$ cat src/rtl/addsub_seq_if.sv
// Command, adder and result signals of the addsub sequencer.
// The sequencer uses the slave modport; the environment that feeds it uses master.
interface addsub_seq_if;
  logic        cmd_valid;
  logic        cmd_ready;
  logic [15:0] cmd_a;
  logic [15:0] cmd_b;
  logic        cmd_sub;
  logic        cmd_wide;
  logic [7:0]  add_a;
  logic [7:0]  add_b;
  logic        add_cin;
  logic        add_sub;
  logic [7:0]  add_sum;
  logic        add_cout;
  logic        res_valid;
  logic        res_ready;
  logic [15:0] res_data;
  logic        res_c;
  logic        res_v;
  logic        res_n;
  logic        res_z;

  modport slave (
    input  cmd_valid, cmd_a, cmd_b, cmd_sub, cmd_wide, add_sum, add_cout, res_ready,
    output cmd_ready, add_a, add_b, add_cin, add_sub,
    output res_valid, res_data, res_c, res_v, res_n, res_z
  );

  modport master (
    output cmd_valid, cmd_a, cmd_b, cmd_sub, cmd_wide, add_sum, add_cout, res_ready,
    input  cmd_ready, add_a, add_b, add_cin, add_sub,
    input  res_valid, res_data, res_c, res_v, res_n, res_z
  );
endinterface

$ cat src/rtl/addsub_seq.sv
// Byte-serial 8/16-bit add/subtract sequencer around an external 8-bit addsub adder.
// Holds the result and C/V/N/Z flags on a valid/ready output until consumed.
module addsub_seq (
  input logic           clk,
  input logic           rst,
  addsub_seq_if.slave   bus
);

  typedef enum logic [1:0] {StIdle, StLo, StHi, StDone} state_e;

  state_e      state_q;
  logic [15:0] a_q;
  logic [15:0] b_q;
  logic        sub_q;
  logic        wide_q;
  logic        carry_q;
  logic [15:0] res_q;
  logic        c_q;
  logic        v_q;
  logic        n_q;
  logic        z_q;

  logic        v_lo;
  logic        v_hi;

  // Overflow when operands (B as seen by the adder) agree in sign but the result does not.
  always_comb begin
    v_lo = (a_q[7] == (b_q[7] ^ sub_q)) && (bus.add_sum[7] != a_q[7]);
    v_hi = (a_q[15] == (b_q[15] ^ sub_q)) && (bus.add_sum[7] != a_q[15]);
  end

  always_ff @(posedge clk) begin
    if (rst) begin
      state_q <= StIdle;
      a_q     <= '0;
      b_q     <= '0;
      sub_q   <= 1'b0;
      wide_q  <= 1'b0;
      carry_q <= 1'b0;
      res_q   <= '0;
      c_q     <= 1'b0;
      v_q     <= 1'b0;
      n_q     <= 1'b0;
      z_q     <= 1'b0;
    end else begin
      unique case (state_q)
        StIdle: begin
          if (bus.cmd_valid) begin
            a_q     <= bus.cmd_a;
            b_q     <= bus.cmd_b;
            sub_q   <= bus.cmd_sub;
            wide_q  <= bus.cmd_wide;
            state_q <= StLo;
          end
        end
        StLo: begin
          res_q[7:0] <= bus.add_sum;
          carry_q    <= bus.add_cout;
          if (wide_q) begin
            state_q <= StHi;
          end else begin
            res_q[15:8] <= 8'h00;
            c_q         <= bus.add_cout;
            v_q         <= v_lo;
            n_q         <= bus.add_sum[7];
            z_q         <= (bus.add_sum == 8'h00);
            state_q     <= StDone;
          end
        end
        StHi: begin
          res_q[15:8] <= bus.add_sum;
          c_q         <= bus.add_cout;
          v_q         <= v_hi;
          n_q         <= bus.add_sum[7];
          z_q         <= ({bus.add_sum, res_q[7:0]} == 16'h0000);
          state_q     <= StDone;
        end
        StDone: begin
          if (bus.res_ready) begin
            state_q <= StIdle;
          end
        end
        default: state_q <= StIdle;
      endcase
    end
  end

  always_comb begin
    bus.add_a   = 8'h00;
    bus.add_b   = 8'h00;
    bus.add_cin = 1'b0;
    bus.add_sub = 1'b0;
    unique case (state_q)
      StLo: begin
        bus.add_a   = a_q[7:0];
        bus.add_b   = b_q[7:0];
        bus.add_sub = sub_q;
        bus.add_cin = sub_q;
      end
      StHi: begin
        bus.add_a   = a_q[15:8];
        bus.add_b   = b_q[15:8];
        bus.add_sub = sub_q;
        bus.add_cin = carry_q;
      end
      default: ;
    endcase
  end

  // Ready is masked by reset so a command presented alongside rst is never taken.
  assign bus.cmd_ready = (state_q == StIdle) && !rst;
  assign bus.res_valid = (state_q == StDone);
  assign bus.res_data  = res_q;
  assign bus.res_c     = c_q;
  assign bus.res_v     = v_q;
  assign bus.res_n     = n_q;
  assign bus.res_z     = z_q;

endmodule

$ cat src/flat_wrapper.sv
// flat-port wrapper written by rule: the top's interface ports become plain ports
module addsub_seq_flat 
  (clk, rst, bus_cmd_valid, bus_cmd_a, bus_cmd_b, bus_cmd_sub, bus_cmd_wide, bus_add_sum, bus_add_cout, bus_res_ready, bus_cmd_ready, bus_add_a, bus_add_b, bus_add_cin, bus_add_sub, bus_res_valid, bus_res_data, bus_res_c, bus_res_v, bus_res_n, bus_res_z);
  addsub_seq_if bus_i ();
  input logic clk;
  input logic rst;
  input wire logic [$bits(bus_i.cmd_valid)-1:0] bus_cmd_valid;
  input wire logic [$bits(bus_i.cmd_a)-1:0] bus_cmd_a;
  input wire logic [$bits(bus_i.cmd_b)-1:0] bus_cmd_b;
  input wire logic [$bits(bus_i.cmd_sub)-1:0] bus_cmd_sub;
  input wire logic [$bits(bus_i.cmd_wide)-1:0] bus_cmd_wide;
  input wire logic [$bits(bus_i.add_sum)-1:0] bus_add_sum;
  input wire logic [$bits(bus_i.add_cout)-1:0] bus_add_cout;
  input wire logic [$bits(bus_i.res_ready)-1:0] bus_res_ready;
  output wire logic [$bits(bus_i.cmd_ready)-1:0] bus_cmd_ready;
  output wire logic [$bits(bus_i.add_a)-1:0] bus_add_a;
  output wire logic [$bits(bus_i.add_b)-1:0] bus_add_b;
  output wire logic [$bits(bus_i.add_cin)-1:0] bus_add_cin;
  output wire logic [$bits(bus_i.add_sub)-1:0] bus_add_sub;
  output wire logic [$bits(bus_i.res_valid)-1:0] bus_res_valid;
  output wire logic [$bits(bus_i.res_data)-1:0] bus_res_data;
  output wire logic [$bits(bus_i.res_c)-1:0] bus_res_c;
  output wire logic [$bits(bus_i.res_v)-1:0] bus_res_v;
  output wire logic [$bits(bus_i.res_n)-1:0] bus_res_n;
  output wire logic [$bits(bus_i.res_z)-1:0] bus_res_z;
  assign bus_i.cmd_valid = bus_cmd_valid;
  assign bus_i.cmd_a = bus_cmd_a;
  assign bus_i.cmd_b = bus_cmd_b;
  assign bus_i.cmd_sub = bus_cmd_sub;
  assign bus_i.cmd_wide = bus_cmd_wide;
  assign bus_i.add_sum = bus_add_sum;
  assign bus_i.add_cout = bus_add_cout;
  assign bus_i.res_ready = bus_res_ready;
  assign bus_cmd_ready = bus_i.cmd_ready;
  assign bus_add_a = bus_i.add_a;
  assign bus_add_b = bus_i.add_b;
  assign bus_add_cin = bus_i.add_cin;
  assign bus_add_sub = bus_i.add_sub;
  assign bus_res_valid = bus_i.res_valid;
  assign bus_res_data = bus_i.res_data;
  assign bus_res_c = bus_i.res_c;
  assign bus_res_v = bus_i.res_v;
  assign bus_res_n = bus_i.res_n;
  assign bus_res_z = bus_i.res_z;
  addsub_seq u_core (.clk(clk), .rst(rst), .bus(bus_i));
endmodule
$ cat config.mk
export PLATFORM = sky130hd
export DESIGN_NAME = addsub_seq_flat
export DESIGN_NICKNAME = d
export VERILOG_FILES = /design/src/rtl/addsub_seq_if.sv /design/src/rtl/addsub_seq.sv /design/src/flat_wrapper.sv
export SDC_FILE = /design/constraint.sdc
export NUM_CORES = 1
export LEC_CHECK = 0
export ABC_AREA = 1
export BUFFER_PORTS_ARGS = -buffer_cell sky130_fd_sc_hd__buf_2
export CAP_MARGIN = 20
export CELL_PAD_IN_SITES_DETAIL_PLACEMENT = 1
export CELL_PAD_IN_SITES_GLOBAL_PLACEMENT = 2
export CORE_MARGIN = 2
export CORE_UTILIZATION = 26
export CTS_CLUSTER_SIZE = 16
export DETAILED_ROUTE_END_ITERATION = 8
export GPL_TIMING_DRIVEN = 0
export PLACE_DENSITY_LB_ADDON = 0.05
export SLEW_MARGIN = 20
export SYNTH_ARGS = -nofsm -noshare
export SYNTH_HDL_FRONTEND = slang
export SYNTH_SLANG_ARGS = --single-unit
$ cat constraint.sdc
create_clock -name clk -period 1.8 [get_ports clk]
set_input_delay 0.09 -clock clk [delete_from_list [all_inputs] [get_ports clk]]
set_output_delay 0.09 -clock clk [all_outputs]
set_load 0.01 [all_outputs]
* After elaboration in Yosys (flattened, before gate mapping)
Index checks and enable logic that the tools add are counted.
Operators by class: eq/ne operators 10, mux-type cells 18, bitwise logic cells 2, reductions and logical operators 12
Operators with widths (number):
- 8-bit case mux with 2 select lines | 3
- 16-bit logical NOT | 1
- 1-bit case mux with 2 select lines | 5
- 8-bit logical NOT | 1
- 8-bit two-way mux | 1
- 2-bit case mux with 4 select lines | 1
- 1-bit two-way mux | 6
- 2-bit != test, second input constant | 3
- 2-bit AND reduction | 3
- 2-bit equality test, second input constant | 2
- 2-bit two-way mux | 2
- 1-bit logical AND | 3
- 1-bit equality test | 2
- 2-bit by 1-bit equality test with 1-bit output, second input constant | 1
- 2-bit logical NOT | 1
- 1-bit != test | 2
- 2-bit nonzero test | 1
- 2-bit OR reduction | 1
- 1-bit XOR | 2
- 1-bit logical NOT | 1
Word-level totals: register bits 57

* Logic depth before layout (Yosys ltp)
Gate-level depths: netlist of the first run.
depth in word-level cells 5, mapped depth 9, gate-level depth less buffers 9

* Worst setup path before layout of the first run
OpenSTA, ideal clock, no wires.
kind register -> output, start point register u_core.state_q[0], end point output bus_add_a[4], data arrival time 1334 ps, required time 1710 ps, path slack 376 ps, stages on the path, launching flop included 6, path buffers 1, cells stage by stage dfxtp_1 inv_1 ha_1 inv_1 clkbuf_1 a21oi_1
Between the ends: cells in the longest elaborated chain, start to end 2
RTL lines:
- start: declaration | RTL line addsub_seq.sv:11 | state_e state_q;
- start signal: assignment | RTL line addsub_seq.sv:34 | state_q <= StIdle;
- start signal: assignment | RTL line addsub_seq.sv:53 | state_q <= StLo;
- start signal: assignment | RTL line addsub_seq.sv:60 | state_q <= StHi;
- 2-bit equality test or 2-bit by 1-bit equality test with 1-bit output (tied branches) | RTL line addsub_seq.sv:93 | unique case (state_q)
- 8-bit case mux with 2 select lines * | RTL line addsub_seq.sv:93
- end: declaration | RTL line flat_wrapper.sv:16 | output wire logic [$bits(bus_i.add_a)-1:0] bus_add_a;
Every way passes the cells marked *; elsewhere a longest branch is shown, timed or not.

* Final worst setup path of the first run
start point register u_core.state_q[0], end point output bus_add_a[5]
The elaborated chain is that of the path after synthesis.

==> flow_summary.toml, run 1 <==
[placed_design]
dp_cells = 550
dpl_cell_area_sq_mm = 0.003033
place.gp.congestion = 0.6940
placement.io_buffers = 86
dpl.hpwl_mm = 6.144

[floorplanning]
fp.coreArea_sq_mm = 0.009196
ios = 87
start_util = 0.2679
die_h_um = 101.3
fp.dieArea_sq_mm = 0.01027
die_w_um = 101.3
rows = 35

[timing]
holdWs_ps = 9.727
hold_viol_final = 0
fmax_mhz = 589.6
setup-violations-final = 0
timing.final.crit_share = 0.9422
slew_violations = 0
fin_skew_ps = 9.086
tightestPinTransition_ps = 519.8
fin_crit_ps = 1696
grt_setup_unrepaired = "yes"
relSlewSlack = 0.6534

[power]
p_leak_uw = 0.001609
ir_drop_v = 0.0003840
powerDensity_mw_per_mm2 = 1543

[route]
drc = 0
wl_per_cell_um = 14.37
postRouteAntennaNets = 0
wirelength_mm = 8.332
drt_iter0_drc = 59
vias = 2654
avgViaCountPerCell = 4.576
drt_first_pass_iters = 5

[finish]
num-nets-final = 517
final_area_sq_mm = 0.003453
drive_gt1_frac = 0.2751
stdcell_count = 580
antennaDiodeCount = 0
nFillCells = 1182
synthToLayoutAreaGrowth_pct = 40.17

[yosys]
yosysSeqAreaShare = 0.4632
syn_area_sq_mm = 0.002464
syn_inst = 353
synth_warnings = 0
synth_cell_types = 17
syn_area_per_cell_sq_um = 6.979
syn_nets = 406
ys_seq_elements = 57

[worst_setup_path]
rr_endpoint = "u_core.wide_q$_SDFFE_PP0P_"
r2r_cells = 6
cp_max_fo = 10
max_stage_delay_ps = 370
critPathTopFamily = "buffers and inverters"
crit_slowest_cell = "dfxtp_4"
crit_type = "flop to output pin"
setup.worst_path.start_class = "flop"
cp.arrival_ps = 1610
timing.rr.start = "u_core.state_q[0]$_SDFFE_PP0P_"
r2r_setup_slack_ps = 190
path_cells = "inv_4, ha_1, buf_6, buf_8, nand2_1, a21oi_2, buf_2"
required_ps = 1710
end_kind = "output pin"
cp.buffers_inverters = 4

[global_routing]
grt_pass1_wl_mm = 13.41
antenna_found_initial = 0
gr-usage-all-layers = 0.1724
grt_max_degree = 11
grt_overflow_total = 0
grt_pass1_vias = 2681

[cts]
clockBufferDepth = 2
htree_levels = 3
cts_tree = "done"
cts_root_buf = "clkbuf_8"
clkSinkCount = 57
worstSkewPairLatency_ps = 340
clk_pin_slew_worst_paths_ps = 70
numCtsBuffers = 9

[min_path]
whs_endpoint = "u_core.b_q[8]$_SDFFE_PP0P_"
hold_depth = 3
worstHoldStart = "bus_cmd_b[8]"
hold_path.class = "input port to flop"

[status]
status = "finished clean"

[flow_run]
maxCapViolations = 0
==> flip-flops by register name, indices dropped and copies added (netlist names) <==
name	count
u_core.bus.res_c	1
u_core.state_q	2
u_core.bus.res_v	1
u_core.sub_q	1
u_core.bus.res_z	1
u_core.bus.res_n	1
u_core.a_q	16
u_core.carry_q	1
u_core.b_q	16
u_core.bus.res_data	16
u_core.wide_q	1
==> cells in the mapped netlist <==
| cell type | number | area share |
|---|---|---|
| o21ai_1 | 6 | 0.012 |
| dfxtp_1 | 57 | 0.46 |
| nand3_1 | 9 | 0.018 |
| nand4_1 | 1 | 0.0025 |
| o211ai_1 | 1 | 0.0030 |
| ha_1 | 6 | 0.030 |
| or2_2 | 1 | 0.0025 |
| a21oi_1 | 40 | 0.081 |
| inv_2 | 3 | 0.0046 |
| nand2_1 | 58 | 0.088 |
| nand2_2 | 1 | 0.0025 |
| buf_6 | 1 | 0.0046 |
| nor2_1 | 79 | 0.12 |
| buf_2 | 7 | 0.014 |
| inv_1 | 22 | 0.034 |
| o21ai_0 | 50 | 0.10 |
| clkbuf_1 | 11 | 0.017 |
==> worst max-delay path by stage <==
stage | startpoint | to | slack, ps | cells past startpoint
after global routing | u_core.state_q[1]$_SDFFE_PP0P_ | bus_add_a[0] | -0.2 | 6
after global placement | u_core.state_q[0]$_SDFFE_PP0P_ | bus_add_a[5] | -220 | 6
final | u_core.state_q[0]$_SDFFE_PP0P_ | bus_add_a[5] | 100 | 7
after CTS | u_core.state_q[1]$_SDFFE_PP0P_ | bus_add_b[5] | 2 | 6
after detailed placement | u_core.state_q[0]$_SDFFE_PP0P_ | bus_add_a[5] | -250 | 6
after floorplan | u_core.state_q[0]$_SDFFE_PP0P_ | bus_add_a[4] | 380 | 5
==> cell families (layout without fill, tap and decap cells) <==
family,count (synthesis),count (layout),share of synthesized area
and+or+nand+nor,149,149,0.2346
buffers and inverters,44,160,0.07364
AOI/OAI and AO/OA,97,97,0.1981
adders and majority gates,6,6,0.03047
DFF,57,57,0.4632
==> placed cells by master (no fill, tap or decap) <==
cell / count
o21ai_0: 50
or2_2: 1
dfxtp_1: 55
nor2_1: 79
clkbuf_8: 11
ha_4: 2
clkbuf_1: 10
ha_2: 1
buf_12: 1
inv_1: 19
inv_2: 5
buf_6: 3
buf_8: 2
buf_4: 3
a21oi_2: 4
a21oi_1: 36
clkinv_2: 3
o211ai_1: 1
dfxtp_4: 2
dlygate4sd3_1: 13
ha_1: 3
nand4_1: 1
o21ai_1: 6
inv_4: 1
nand2_2: 1
buf_2: 89
nand2_1: 58
nand3_1: 9
==> worst register-to-register path, stage by stage, from the launching register on <==
cell and delay, ps:
dfxtp_4 390, inv_4 60, ha_4 150, nand2_1 180, clkbuf_1 400, o21ai_0 190
a21oi_1 170
==> layer usage <==
layer / wire, um / global-route usage
met1: 3884 / 0.2156
met2: 3971 / 0.2934
met3: 400 / 0.04417
met4: 75 / 0.04990
met5: 0 / 0
==> per-stage QoR <==
stage | setup slack (ps) | util | power (uW) | TNS, ps
2_1_floorplan | 376.1 | - | 3233 | 0
6_report | 104.0 | 0.3755 | 5328 | 0
4_1_cts | 2.088 | 0.3702 | 5363 | 0
3_3_place_gp | -217.7 | 0.3298 | 4014 | -1798
5_1_grt | -0.1922 | 0.3755 | 5823 | -0.1922
3_5_place_dp | -253.9 | 0.3298 | 4062 | -2269
==> power breakdown <==
part,internal [uW],leakage (uW),switching [uW]
registers,1710,0.000472,253
clock network,569,0.0000932,530
logic,884,0.00104,1380
==> area by class of cell <==
type / count / area (sq um) / share of cell area
multi-input combinational: 252 / 1184 / 0.3428
sequential: 57 / 1149 / 0.3326
clock buffer: 13 / 158.9 / 0.04601
timing repair buffer: 101 / 588.1 / 0.1703
tap: 111 / 138.9 / 0.04022
inverter: 25 / 96.34 / 0.02790
clock inverter: 3 / 15.01 / 0.004348
buffer: 18 / 123.9 / 0.03587
==> what timing repair did <==
item,4_1_cts,5_1_grt
setup endpoints to repair,18,13
hold buffers,13,0
hold endpoints to repair,15,0
gates resized for setup,23,8
buffers inserted,0,2
Power figures use the tool's default switching activity.
==> run 2, diff against run 1 <==
--- a/config.mk
+++ b/config.mk
@@ -10,6 +10,7 @@
 export CAP_MARGIN = 20
 export CELL_PAD_IN_SITES_DETAIL_PLACEMENT = 1
 export CELL_PAD_IN_SITES_GLOBAL_PLACEMENT = 2
+export CORE_ASPECT_RATIO = 0.6
 export CORE_MARGIN = 2
 export CORE_UTILIZATION = 26
 export CTS_CLUSTER_SIZE = 16
==> run 2 against run 1 <==
Wire length is 5.2% higher. Setup slack worse by 4.9 ps. Design area is 0.15% higher. Sequential power hardly changed. Final cell count is 1.0% higher. Largest cell class unchanged. Largest power group unchanged.
==> flow_summary.toml, run 2 (same netlist as run 1, synthesis figures left out) <==
[worst_setup_path]
crit_start = "u_core.state_q[1]$_SDFFE_PP0P_"
cp.arrival_ps = 1610
r2r_setup_slack_ps = 200
setup.worst_path.start_class = "flop"
cp_max_fo = 10
timing.rr.start = "u_core.state_q[1]$_SDFFE_PP0P_"
worstSetupEndpoint = "bus_add_a[1]"
r2r_cells = 6
rr_endpoint = "u_core.b_q[15]$_SDFFE_PP0P_"
end_kind = "output pin"
crit_type = "flop to output pin"
required_ps = 1710

[global_routing]
grt_max_degree = 11
grt_pass1_vias = 2663
gr-usage-all-layers = 0.1806
grt_pass1_wl_mm = 13.82
antenna_found_initial = 0
grt_overflow_total = 0

[cts]
cts_tree = "done"
htree_levels = 3
clkSinkCount = 57
numCtsBuffers = 9
worstSkewPairLatency_ps = 320
clk_pin_slew_worst_paths_ps = 50
clockBufferDepth = 2
cts_root_buf = "clkbuf_16"

[placed_design]
placement.io_buffers = 86
dpl.hpwl_mm = 6.621
place.gp.congestion = 0.7817

[timing]
tightestPinTransition_ps = 533.6
hold_viol_final = 0
holdWs_ps = 12.55
slew_violations = 0
fin_skew_ps = 7.715
fmax_mhz = 587.9
fin_crit_ps = 1701
relSlewSlack = 0.6443
setup-violations-final = 0
timing.final.crit_share = 0.9450

[floorplanning]
die_w_um = 129.7
fp.coreArea_sq_mm = 0.009189
start_util = 0.2681
rows = 27
ios = 87
fp.dieArea_sq_mm = 0.01030
die_h_um = 79.40

[route]
wirelength_mm = 8.762
avgViaCountPerCell = 4.422
drt_first_pass_iters = 4
drc = 0
vias = 2591
postRouteAntennaNets = 0
wl_per_cell_um = 14.95
drt_iter0_drc = 115

[finish]
layout_commonest_cell = "buf_2"
antennaDiodeCount = 0
drive_gt1_frac = 0.2807
synthToLayoutAreaGrowth_pct = 40.38
fin_util = 0.3764
final_cell_mix = "89 x buf_2, 79 x nor2_1, 58 x nand2_1"
num-nets-final = 505

[power]
powerDensity_mw_per_mm2 = 1698
p_leak_uw = 0.001603
ir_drop_v = 0.0005118

[status]
status = "finished clean"

[flow_run]
maxCapViolations = 0

[min_path]
hold_path.class = "input port to flop"
==> run 2: worst max-delay path: stages, from the launching register on <==
cell and delay (ps):
dfxtp_4 360, inv_2 130, ha_4 210, buf_6 160
nand2_1 70, a21oi_1 190, buf_2 170
==> run 2: routing by layer <==
layer / GRT usage / wire length, um / up-vias
met5: 0 / 0 / -
met4: 0.05806 / 54 / 0
met3: 0.04692 / 463 / 4
met2: 0.2487 / 3434 / 57
met1: 0.2700 / 4810 / 1195
li1: - / - / 1335
==> run 2: where the power goes <==
group / internal (uW) / switching [uW] / leakage, uW
Clock: 1050 / 569 / 0.000139
Sequential: 1710 / 268 / 0.000472
Combinational: 861 / 1410 / 0.000992
==> run 2: worst min-delay path by stage <==
stage                     cells past startpoint           start                                   end
final                                         3    bus_cmd_b[2]            u_core.b_q[2]$_SDFFE_PP0P_
after global routing                          3    bus_cmd_b[9]            u_core.b_q[9]$_SDFFE_PP0P_
after CTS                                     3  bus_add_sum[1]   u_core.bus.res_data[9]$_SDFFE_PP0P_
after detailed placement                      2             rst  u_core.bus.res_data[15]$_SDFFE_PP0P_
after global placement                        2             rst         u_core.bus.res_n$_SDFFE_PP0P_
after floorplan                               1             rst  u_core.bus.res_data[15]$_SDFFE_PP0P_
==> run 2: cell type report <==
| class | instances | area, sq um |
|---|---|---|
| multi-input cells | 252 | 1182 |
| plain buffers | 18 | 122.6 |
| fillers | 1168 | 5731 |
| inverters | 25 | 96.34 |
| clock buffers | 11 | 232.7 |
| flip-flops and latches | 57 | 1149 |
| well taps | 130 | 162.7 |
| clock inverters | 4 | 45.04 |
| repair buffers | 89 | 467.9 |
==> run 2: stage by stage <==
stage / setup WS (ps) / setup TNS (ps) / area, sq um / power (uW) / cells
2_1_floorplan: 376.1 / 0 / 2464 / 3233 / 353
3_3_place_gp: -179.6 / -1574 / 3057 / 4018 / 569
3_5_place_dp: -216.7 / -1938 / 3057 / 4069 / 569
4_1_cts: 0.2098 / 0 / 3398 / 5879 / 584
5_1_grt: -2.790 / -2.790 / 3458 / 6354 / 586
6_report: 99.02 / 0 / 3458 / 5873 / 586
==> run 2: what timing repair did <==
| action | CTS | global route |
|---|---|---|
| resized for setup | 19 | 11 |
| buffers inserted | 0 | 2 |
| endpoints found under the hold margin | 3 | 0 |
| setup endpoints to repair | 17 | 15 |
| hold buffers | 1 | 0 |
==> run 3, diff against run 2 <==
--- a/config.mk
+++ b/config.mk
@@ -16,7 +16,8 @@
 export CTS_CLUSTER_SIZE = 16
 export DETAILED_ROUTE_END_ITERATION = 8
 export GPL_TIMING_DRIVEN = 0
-export PLACE_DENSITY_LB_ADDON = 0.05
+export PLACE_DENSITY_LB_ADDON = 0.1
+export REMOVE_ABC_BUFFERS = 1
 export SLEW_MARGIN = 20
 export SYNTH_ARGS = -nofsm -noshare
 export SYNTH_HDL_FRONTEND = slang
==> constraint.sdc (replaced) <==
create_clock -name clk -period 1.7 [get_ports clk]
set_input_delay 0.085 -clock clk [delete_from_list [all_inputs] [get_ports clk]]
set_output_delay 0.085 -clock clk [all_outputs]
set_load 0.01 [all_outputs]
==> run 3 against run 2 <==
Clock skew fell by 0.90 ps. Count of clock-buffer cells in the layout rose by 1. First-iteration DRC count rose by 4.3%. Critical path type unchanged. Critical endpoint is now bus_add_b[2].
==> flow_summary.toml, run 3 (same netlist as run 1, synthesis figures left out) <==
[global_routing]
grt_overflow_total = 0
grt_pass1_vias = 2566
antenna_found_initial = 0
grt_max_degree = 42
gr-usage-all-layers = 0.1693
grt_pass1_wl_mm = 13.27

[timing]
relSlewSlack = 0.6870
tightestPinTransition_ps = 468.9
fin_crit_ps = 1658
timing.final.crit_share = 0.9753
grt_setup_unrepaired = "yes"
worst_slack_ps = 41.96
slew_violations = 0
tns_ps = 0
setup-violations-final = 0
fmax_mhz = 603.1
fin_skew_ps = 6.819
hold_viol_final = 0

[placed_design]
dpl_cell_area_sq_mm = 0.003002
placement.io_buffers = 86
place.gp.congestion = 0.7049
dpl.hpwl_mm = 5.554
pre_cts_ws_ps = -538.9

[cts]
clk_pin_slew_worst_paths_ps = 50
numCtsBuffers = 9
clockBufferDepth = 2
htree_levels = 3
worstSkewPairLatency_ps = 330
clkSinkCount = 57
cts_root_buf = "clkbuf_16"
cts_tree = "done"

[route]
wirelength_mm = 8.088
drc = 0
postRouteAntennaNets = 0
wl_per_cell_um = 14.04
vias = 2565
avgViaCountPerCell = 4.453
drt_iter0_drc = 120
drt_first_pass_iters = 4

[finish]
final_cell_mix = "84 x buf_2, 79 x nor2_1, 57 x nand2_1"
multi_input_area_sq_mm = 0.001250
final_area_sq_mm = 0.003513
drive_gt1_frac = 0.3072
synthToLayoutAreaGrowth_pct = 42.61
seqCellArea_sq_mm = 0.001149
layout_commonest_cell = "buf_2"
antennaDiodeCount = 0
nFillCells = 1167
num-nets-final = 494

[power]
p_leak_uw = 0.001589
powerDensity_mw_per_mm2 = 1756
total_power_uw = 6171
ir_drop_v = 0.0005812

[floorplanning]
die_h_um = 79.40
rows = 27
die_w_um = 129.7
ios = 87
fp.dieArea_sq_mm = 0.01030
start_util = 0.2681
fp.coreArea_sq_mm = 0.009189

[worst_setup_path]
cp.arrival_ps = 1570
setup.worst_path.start_class = "flop"
cp_max_fo = 16
required_ps = 1620
r2r_cells = 8
end_kind = "output pin"
crit_type = "flop to output pin"

[min_path]
hold_depth = 3
hold_path.class = "input port to flop"

[flow_run]
maxCapViolations = 0

[status]
status = "finished clean"
-- run 3: cell types whose count changed in the layout (fill, tap and decap cells not counted), sizes merged --
cell / delta
clkbuf: -8
buf: -2
bufinv: -1
clkinv: +1
clkinvlp: +1
inv: -1
-- run 3: cell type report --
type	count	share of cell area
sequential	57	0.3269
inverter	25	0.02991
clock inverter	4	0.005698
tap	130	0.04630
clock buffer	12	0.06731
timing repair buffer	96	0.1681
multi-input combinational	252	0.3558
-- run 3: through the flow --
stage	hold WS, ps	cells	util
6_report	14.85	576	0.3824
5_1_grt	27.38	576	0.3824
4_1_cts	1.522	572	0.3708
3_5_place_dp	328.9	551	0.3267
3_3_place_gp	316.5	550	0.3231
2_1_floorplan	154.1	334	-
-- run 3: per-layer routing --
| metal | GRT usage | vias to the layer above | part of all wire |
|---|---|---|---|
| met4 | 0.06129 | 0 | 0.015 |
| met5 | 0 | - | 0 |
| met3 | 0.04290 | 11 | 0.041 |
| li1 | - | 1317 | - |
| met2 | 0.2513 | 55 | 0.42 |
| met1 | 0.2368 | 1182 | 0.52 |
-- run 3: path summary, 6_finish.rpt --
check / startpoint / end / slack [ps]
setup / recovery: u_core.state_q[0]$_SDFFE_PP0P_ / bus_add_b[2] / 40
setup reg to reg: u_core.state_q[0]$_SDFFE_PP0P_ / u_core.bus.res_data[11]$_SDFFE_PP0P_ / 180
hold reg to reg: u_core.bus.res_data[15]$_SDFFE_PP0P_ / u_core.bus.res_data[15]$_SDFFE_PP0P_ / 470
hold / removal: bus_cmd_b[2] / u_core.b_q[2]$_SDFFE_PP0P_ / 10
-- run 3: report_power, final --
part	switching (uW)	internal, uW	leakage, uW	total, uW
registers	278	1810	0.000472	2090
clock network	594	973	0.000130	1570
logic	1530	985	0.000987	2510
-- run 3: timing repair --
item,in CTS,in global routing
endpoints found under the hold margin,3,0
endpoints found under the setup margin,64,22
setup buffers,4,4
pin swaps,2,1
gates resized for setup,20,13
hold buffers,1,0
-- run 3: critical path: stages (launching register included) --
cell        delay [ps]
dfxtp_4            360
inv_2               70
ha_4               290
clkinvlp_4          90
buf_12             160
a21oi_2            120
buf_2              140
